<file path="config.mk">
export PLATFORM = sky130hd
export DESIGN_NAME = spi_transfer_ctrl
export DESIGN_NICKNAME = d
export VERILOG_FILES = /design/src/rtl/spi_transfer_ctrl.sv
export SDC_FILE = /design/constraint.sdc
export NUM_CORES = 1
export LEC_CHECK = 0
export ABC_AREA = 1
export CAP_MARGIN = 40
export CELL_PAD_IN_SITES_DETAIL_PLACEMENT = 0
export CELL_PAD_IN_SITES_GLOBAL_PLACEMENT = 1
export CORE_UTILIZATION = 32
export DETAILED_ROUTE_END_ITERATION = 16
export GPL_ROUTABILITY_DRIVEN = 1
export PLACE_DENSITY = 0.82
export SLEW_MARGIN = 20
export SYNTH_ARGS = -nofsm -noshare
export SYNTH_HDL_FRONTEND = slang
export SYNTH_SLANG_ARGS = --single-unit
</file>
<file path="constraint.sdc">
create_clock -name FCLK_CLK0 -period 4.95 [get_ports FCLK_CLK0]
set_clock_uncertainty 0.15 [all_clocks]
set_input_delay 1.2375 -clock FCLK_CLK0 [delete_from_list [all_inputs] [get_ports FCLK_CLK0]]
set_output_delay 1.2375 -clock FCLK_CLK0 [all_outputs]
set_load 0.01 [all_outputs]
</file>
<file path="src/rtl/spi_transfer_ctrl.sv">
// SPI master transfer controller: 8-bit, MSB first, CPHA=0.
// It is driven by AXI-style register write strobes and exposes control, status and data readback.
module spi_transfer_ctrl (
  input  logic        FCLK_CLK0,
  input  logic        reset,
  input  logic [31:0] i_data_to_registers,
  input  logic        i_wr_controll_reg,
  input  logic        i_wr_data_reg,
  output logic [31:0] o_controll_reg,
  output logic [31:0] o_status_reg,
  output logic [31:0] o_data_reg,
  output logic        o_sclk,
  output logic        o_mosi,
  input  logic        i_miso,
  output logic        o_cs_n
);

  typedef enum logic [2:0] {StIdle, StSetup, StLead, StTrail, StFinish} state_e;

  state_e     r_state, w_state_next;
  logic       r_cpol, r_cs_hold;
  logic [7:0] r_div, r_tx, r_shift, r_rx_shift, r_rx, r_cnt;
  logic [2:0] r_bit;
  logic       r_done, r_overrun, r_mosi, r_cs_n;

  logic [7:0] w_h;
  logic       w_phase_end, w_idle, w_ctrl_wr_idle, w_start;

  assign w_h            = (r_div == 8'd0) ? 8'd1 : r_div;
  assign w_phase_end    = (r_cnt == w_h - 8'd1);
  assign w_idle         = (r_state == StIdle);
  assign w_ctrl_wr_idle = i_wr_controll_reg && w_idle;
  assign w_start        = w_ctrl_wr_idle && i_data_to_registers[0];

  always_comb begin
    w_state_next = r_state;
    case (r_state)
      StIdle:   if (w_start) w_state_next = StSetup;
      StSetup:  if (w_phase_end) w_state_next = StLead;
      StLead:   if (w_phase_end) w_state_next = StTrail;
      StTrail:  if (w_phase_end) w_state_next = (r_bit == 3'd7) ? StFinish : StLead;
      StFinish: w_state_next = StIdle;
      default:  w_state_next = StIdle;
    endcase
  end

  always_ff @(posedge FCLK_CLK0) begin
    if (reset) begin
      r_state    <= StIdle;
      r_cpol     <= 1'b0;
      r_cs_hold  <= 1'b0;
      r_div      <= 8'd0;
      r_tx       <= 8'd0;
      r_shift    <= 8'd0;
      r_rx_shift <= 8'd0;
      r_rx       <= 8'd0;
      r_cnt      <= 8'd0;
      r_bit      <= 3'd0;
      r_done     <= 1'b0;
      r_overrun  <= 1'b0;
      r_mosi     <= 1'b0;
      r_cs_n     <= 1'b1;
    end else begin
      r_state <= w_state_next;
      // The divider restarts at every phase boundary, so it never counts past H-1.
      if (w_idle || r_state == StFinish || w_phase_end) r_cnt <= 8'd0;
      else                                              r_cnt <= r_cnt + 8'd1;

      if (!w_idle && (i_wr_controll_reg || i_wr_data_reg)) r_overrun <= 1'b1;
      if (i_wr_data_reg && w_idle) r_tx <= i_data_to_registers[7:0];

      if (w_ctrl_wr_idle) begin
        r_cpol    <= i_data_to_registers[1];
        r_cs_hold <= i_data_to_registers[2];
        r_div     <= i_data_to_registers[15:8];
        if (i_data_to_registers[3]) r_overrun <= 1'b0;
        if (i_data_to_registers[0]) begin
          r_done  <= 1'b0;
          r_cs_n  <= 1'b0;
          r_shift <= r_tx;
          r_mosi  <= r_tx[7];
          r_bit   <= 3'd0;
        end else if (!i_data_to_registers[2]) begin
          r_cs_n <= 1'b1;
        end
      end

      if (r_state == StLead && w_phase_end) begin
        r_rx_shift <= {r_rx_shift[6:0], i_miso};
        r_shift    <= {r_shift[6:0], 1'b0};
        r_mosi     <= r_shift[6];
      end
      if (r_state == StTrail && w_phase_end) r_bit <= r_bit + 3'd1;

      if (r_state == StFinish) begin
        r_rx   <= r_rx_shift;
        r_done <= 1'b1;
        r_cs_n <= ~r_cs_hold;
      end
    end
  end

  assign o_sclk         = (r_state == StLead) ? ~r_cpol : r_cpol;
  assign o_mosi         = r_mosi;
  assign o_cs_n         = r_cs_n;
  assign o_controll_reg = {16'd0, r_div, 4'd0, 1'b0, r_cs_hold, r_cpol, 1'b0};
  assign o_status_reg   = {29'd0, r_overrun, r_done, ~w_idle};
  assign o_data_reg     = {16'd0, r_tx, r_rx};

endmodule
</file>
==> results of run 1 <==
==> worst max-delay path: cells and delay by family, from the launching register on <==
| kind | cells | cell delay [ns] |
|---|---|---|
| buffers and inverters | 3 | 0.71 |
| AND/OR/NAND/NOR | 2 | 0.51 |
| flip-flops | 1 | 0.33 |
==> flip-flops by register name (all words and copies together) (netlist names) <==
register    cells
r_bit           3
r_cnt           8
r_shift         7
r_state         3
r_overrun       1
o_cs_n          1
r_cpol          1
r_rx_shift      8
r_rx            8
r_div           8
o_mosi          1
r_done          1
r_cs_hold       1
r_tx            8
==> kinds of logic after synthesis <==
kind of cell	after synthesis	synth area share, %
other cells	1	0.116
compound gates	64	10.3
fa+ha+maj	4	1.54
flops	59	36.4
simple gates	185	25.1
xor+xnor	10	2.70
buf+inv	131	23.7
==> cell usage after synthesis (all sizes together) <==
cell type / instances
nand2: 78
clkinv: 1
o211ai: 3
nand4: 3
and3: 1
buf: 74
o21ai: 27
nand3: 38
nor2: 60
nor3: 5
clkbuf: 9
a21oi: 33
o21bai: 1
xor2: 9
xnor2: 1
inv: 47
dfxtp: 59
ha: 4
conb: 1
==> per-layer routing <==
layer | global-route usage (%) | up-vias | wire, um
met4 | 5.49 | 0 | 82
met3 | 3.86 | 9 | 385
li1 | - | 1399 | -
met5 | 0 | - | 0
met1 | 17.7 | 1203 | 3270
met2 | 22.9 | 97 | 3190
==> cell type report <==
class	instances	share of cell area, %
Clock buffer	12	4.26
Clock inverter	4	2.45
Tap cell	133	4.29
Inverter	48	4.65
Sequential cell	59	30.5
Multi-Input combinational cell	330	39.7
Timing Repair Buffer	55	14.2
==> power by group <==
group	switching, mW	internal (mW)	leakage [nW]	total, mW
sequential	0.0545	0.533	0.480	0.587
clock	0.191	0.375	0.133	0.566
combinational	0.398	0.245	1.16	0.642
==> metrics by stage <==
step / instance area, um^2 / hold slack [ns] / setup WS, ns / power, mW / std cells
3_3_place_gp: 3600 / 0.311 / 1.57 / 1.23 / 624
4_1_cts: 3880 / 0.327 / 1.65 / 1.81 / 641
6_report: 3880 / 0.326 / 1.68 / 1.80 / 641
5_1_grt: 3880 / 0.334 / 1.58 / 1.92 / 641
2_1_floorplan: 3490 / 0.288 / 2.64 / 1.07 / 520
3_5_place_dp: 3620 / 0.313 / 1.70 / 1.24 / 625
==> worst max path at each step <==
stage | start | end | slack (ns) | depth (start not counted)
floorplan | i_wr_controll_reg | o_cs_n | 2.64 | 6
global placement | reset | r_cnt[2] | 1.57 | 5
detailed placement | i_wr_controll_reg | r_shift[5] | 1.70 | 10
CTS | r_state[0] | o_status_reg[0] | 1.65 | 5
global route | r_state[0] | o_status_reg[0] | 1.58 | 5
finish | r_state[0] | o_status_reg[0] | 1.68 | 5
==> metrics.csv, run 1 <==
metric;value;unit
cts-root-buf;clkbuf_8;
critPathKind;flop to primary output;
cp_max_fo;12;
worstPathRequired;3.56;ns
cts_resized;0;
area_growth;19.6;%
fmax;306;MHz
fillCellCount;1062;
firstDrtPassIters;4;
cts_made_buffers;9;
cp_common_cell;inv_1;
portBuffers;52;
cts_tree;built;
ys_warn_count;0;
viasPerCell;4.22;
die_h;103;um
p_per_area;463;nW/um^2
ant_nets;0;
drt-total-wl;6930;um
final_max_slew_viol_count;0;
start_util;33.2;%
multi_input_area;1540;um^2
post-route-util;39.7;%
min_path_cells;2;
post-route-period-util;66.0;%
grt_pass1_wl;11500;um
hold_buffers;0;
wl_per_cell;10.8;um
grt_max_degree;24;
drt_iter0_markers;117;
rr_worst_depth;17;
clkSlewWorstSetupHoldPaths;0.07;ns
cts_num_sinks;59;
ff2ff_setup_slack;2.33;ns
min_from;r_done;
rows;36;
seqCellArea;1180;um^2
yosysTopAreaCell;dfxtp_1;
ys_types;28;
path_cells;nor2_1 > inv_1 > nor2_2 > inv_1 > clkdlybuf4s50_1;
min_period;3.27;ns
routabilityCongestion;0.774;
syn_area;3240;um^2
nets;544;
end_kind;primary output;
final_cell_mix;nand2_1 (75), conb_1 (67), dfxtp_1 (59);
grtUsageTotal;14.1;%
core_area;9770;um^2
ys_top_cells_by_area;dfxtp_1 (36%), buf_4 (17%), nand2_1 (8.7%);
outcome;finished, final reports clean;
route.vias.total;2708;
layout_commonest_cell;nand2_1;
ys_ff_latch;59;
ir_drop;0.189;mV
antenna_found_initial;0;
holdPathEnd;r_done;
cts_max_path_buffers;2;
grt_pass1_vias;2516;
drive_gt1_share;7.68;%
p_leak;1.77;nW
die_w;103;um
grt_overflow;0;
htreeDepth;3;
syn_area_per_cell;7.14;um^2
drc_errors;0;
worst_slew_pin_slew;0.690;ns
die-area;10500;um^2
slowest_delay;0.50;ns
netlist.area_leader.share;36.4;%
hold_violations;0;
cts_setup_buffers;0;
rsz0062_at_grt;no;
io_pins;136;
r2r_end;r_rx_shift[7];
hold_class;flop to flop;
crit_slowest_cell;clkdlybuf4s50_1;
yosysSeqAreaShare;36.4;%
netlist_instances;454;
max_slew_margin;53.9;%
dpl.hpwl;5090;um
tns;0;ns
rr_startpoint;r_div[5];
setup_viol;0;
critPathArrivalTime;1.88;ns
cap_violations;0;
clk_latency;0.33;ns
antenna_cells;0;
cp-start-kind;flop;
No activity file was read; power rests on OpenSTA's default activity.
==> run 2, diff against run 1 <==
--- a/config.mk
+++ b/config.mk
@@ -9,10 +9,10 @@
 export CAP_MARGIN = 40
 export CELL_PAD_IN_SITES_DETAIL_PLACEMENT = 0
 export CELL_PAD_IN_SITES_GLOBAL_PLACEMENT = 1
-export CORE_UTILIZATION = 32
+export CORE_UTILIZATION = 27
 export DETAILED_ROUTE_END_ITERATION = 16
 export GPL_ROUTABILITY_DRIVEN = 1
-export PLACE_DENSITY = 0.82
+export PLACE_DENSITY = 0.74
 export SLEW_MARGIN = 20
 export SYNTH_ARGS = -nofsm -noshare
 export SYNTH_HDL_FRONTEND = slang
==> constraint.sdc (replaced) <==
create_clock -name FCLK_CLK0 -period 2.77 [get_ports FCLK_CLK0]
set_clock_uncertainty 0.15 [all_clocks]
set_input_delay 0.6925 -clock FCLK_CLK0 [delete_from_list [all_inputs] [get_ports FCLK_CLK0]]
set_output_delay 0.6925 -clock FCLK_CLK0 [all_outputs]
set_load 0.01 [all_outputs]
==> run 2 against run 1 <==
The flow now finishes with violations (design-rule violations). Clock power up 84%. Clock-buffer cell count down 2. Global-route usage down 1.5 points. Cell area up 3.7%. Core utilization down 4.9 points. Sequential power up 77%. Setup slack worse by 1.4 ns. Critical path depth up 12. Cell count up 3.3%. Sequential share of layout area down 1.1 points. Critical path type is now flop to flop. Largest power group unchanged.
==> metrics.csv, run 2 (synthesized netlist as in run 1, its figures left out) <==
metric;value;unit
outcome;finished with violations;
violations;design-rule violations;
slowest_delay;0.35;ns
grt_max_degree;22;
ir_drop;0.287;mV
p_per_area;824;nW/um^2
crit_slowest_cell;dfxtp_1;
route.vias.total;2790;
cp-start-kind;flop;
start_util;28.0;%
htreeDepth;3;
path_cells;nor2_2 > nand2_2 > nor2_2 > nor2_2 > ha_1 > inv_1 > nand2_1 > nand3_1 > nand3_1 > nor2_1 > nand3_2 > buf_4 > o21bai_1 > nand2_1 > nand2_1 > nand2_1 > nor2_1;
hold_class;flop to flop;
drc_errors;8;
grt_overflow;0;
final_max_slew_viol_count;0;
final_cell_mix;nand2_1 (75), conb_1 (67), dfxtp_1 (58);
grt_pass1_wl;12500;um
area_growth;24.1;%
end_kind;flop;
core_area;11600;um^2
hold_ws;0.328;ns
min_period;2.49;ns
cts_num_sinks;59;
wl_per_cell;11.1;um
cp_max_fo;5;
rsz0062_at_grt;no;
dpl.hpwl;5480;um
hold_violations;0;
io_pins;136;
drt-total-wl;7340;um
clk_latency;0.32;ns
nets;555;
antenna_cells;0;
drt_iter0_markers;131;
antenna_found_initial;0;
portBuffers;52;
clkSlewWorstSetupHoldPaths;0.05;ns
post-route-util;34.8;%
cap_violations;0;
grtUsageTotal;12.6;%
grt_pass1_vias;2700;
max_slew_margin;65.8;%
drive_gt1_share;9.63;%
critPathKind;flop to flop;
critPathBufInv;2;
p_leak;1.83;nW
viasPerCell;4.21;
die_w;112;um
worstPathRequired;2.88;ns
layout_commonest_cell;nand2_1;
cts_made_buffers;9;
fmax;402;MHz
cp_top_family;simple AND/OR/NAND/NOR gates;
critPathArrivalTime;2.60;ns
tns;0;ns
routabilityCongestion;0.749;
firstDrtPassIters;12;
cts_tree;built;
post-route-period-util;89.8;%
ant_nets;0;
rows;39;
worst_slew_pin_slew;0.512;ns
cp_common_cell;nand2_1;
setup_viol;0;
die_h;112;um
cts-root-buf;clkbuf_16;
cts_max_path_buffers;2;
die-area;12400;um^2
## run 2: cell types whose count changed in the layout (fill, tap and decap cells not counted), sizes merged
cell | before | now
clkinv | 2 | 3
clkbuf | 12 | 10
clkinvlp | 0 | 2
inv | 47 | 49
bufinv | 3 | 0
buf | 3 | 14
## run 2: tightest hold or removal path: stages, from the launching register on
cell and delay (ns):
dfxtp_1 0.29, inv_1 0.08, a21oi_1 0.06
## run 2: metal layers
metal / vias to the layer above / wire length, um / part of all wire [%] / global-route usage, %
li1: 1422 / - / - / -
met3: 12 / 444 / 6.0 / 3.81
met5: - / 0 / 0 / 0
met1: 1264 / 3400 / 46 / 15.1
met2: 92 / 3390 / 46 / 21.6
met4: 0 / 99 / 1.3 / 3.78
## run 2: layout make-up
type	instances	area [um^2]
Clock buffer	10	229
Sequential cell	59	1180
Tap cell	143	179
Inverter	48	180
Multi-Input combinational cell	330	1540
Timing Repair Buffer	66	663
Fill cell	1240	7540
Clock inverter	6	50.0
## run 2: final timing paths
kind	slack, ns	cells past startpoint	endpoint	start
worst min-delay path	0.33	2	r_rx[1]	r_rx_shift[1]
worst max register to register	0.28	17	r_state[0]	r_div[2]
worst min register to register	0.33	2	r_rx[1]	r_rx_shift[1]
worst max-delay path	0.28	17	r_state[0]	r_div[2]
## run 2: per-stage QoR
stage	setup slack (ns)	instances	cell area (um^2)	power, mW
final	0.282	662	4020	3.31
after global routing	0.0115	662	4020	3.54
after CTS	0.178	660	3990	3.33
after detailed placement	0.175	644	3710	2.28
after global placement	0.241	644	3710	2.27
after floorplan	0.521	520	3490	1.92
## run 2: report_power, final
part | total [mW] | internal, mW | switching, mW | leakage, nW
clock | 1.04 | 0.614 | 0.424 | 0.130
sequential | 1.04 | 0.954 | 0.0907 | 0.480
combinational | 1.23 | 0.489 | 0.743 | 1.22
total | 3.31 | 2.06 | 1.26 | 1.83
## run 2: timing repair
action | in CTS | in global routing
buffers inserted | 0 | 2
resized for setup | 0 | 1
setup endpoints to repair | 0 | 12
hold buffers | 0 | 0
==> run 3, diff against run 2 <==
--- a/config.mk
+++ b/config.mk
@@ -6,9 +6,9 @@
 export NUM_CORES = 1
 export LEC_CHECK = 0
 export ABC_AREA = 1
-export CAP_MARGIN = 40
 export CELL_PAD_IN_SITES_DETAIL_PLACEMENT = 0
 export CELL_PAD_IN_SITES_GLOBAL_PLACEMENT = 1
+export CORE_MARGIN = 1
 export CORE_UTILIZATION = 27
 export DETAILED_ROUTE_END_ITERATION = 16
 export GPL_ROUTABILITY_DRIVEN = 1
==> results of run 3 <==
Final layout, timing and power as in run 2 (identical DEF).
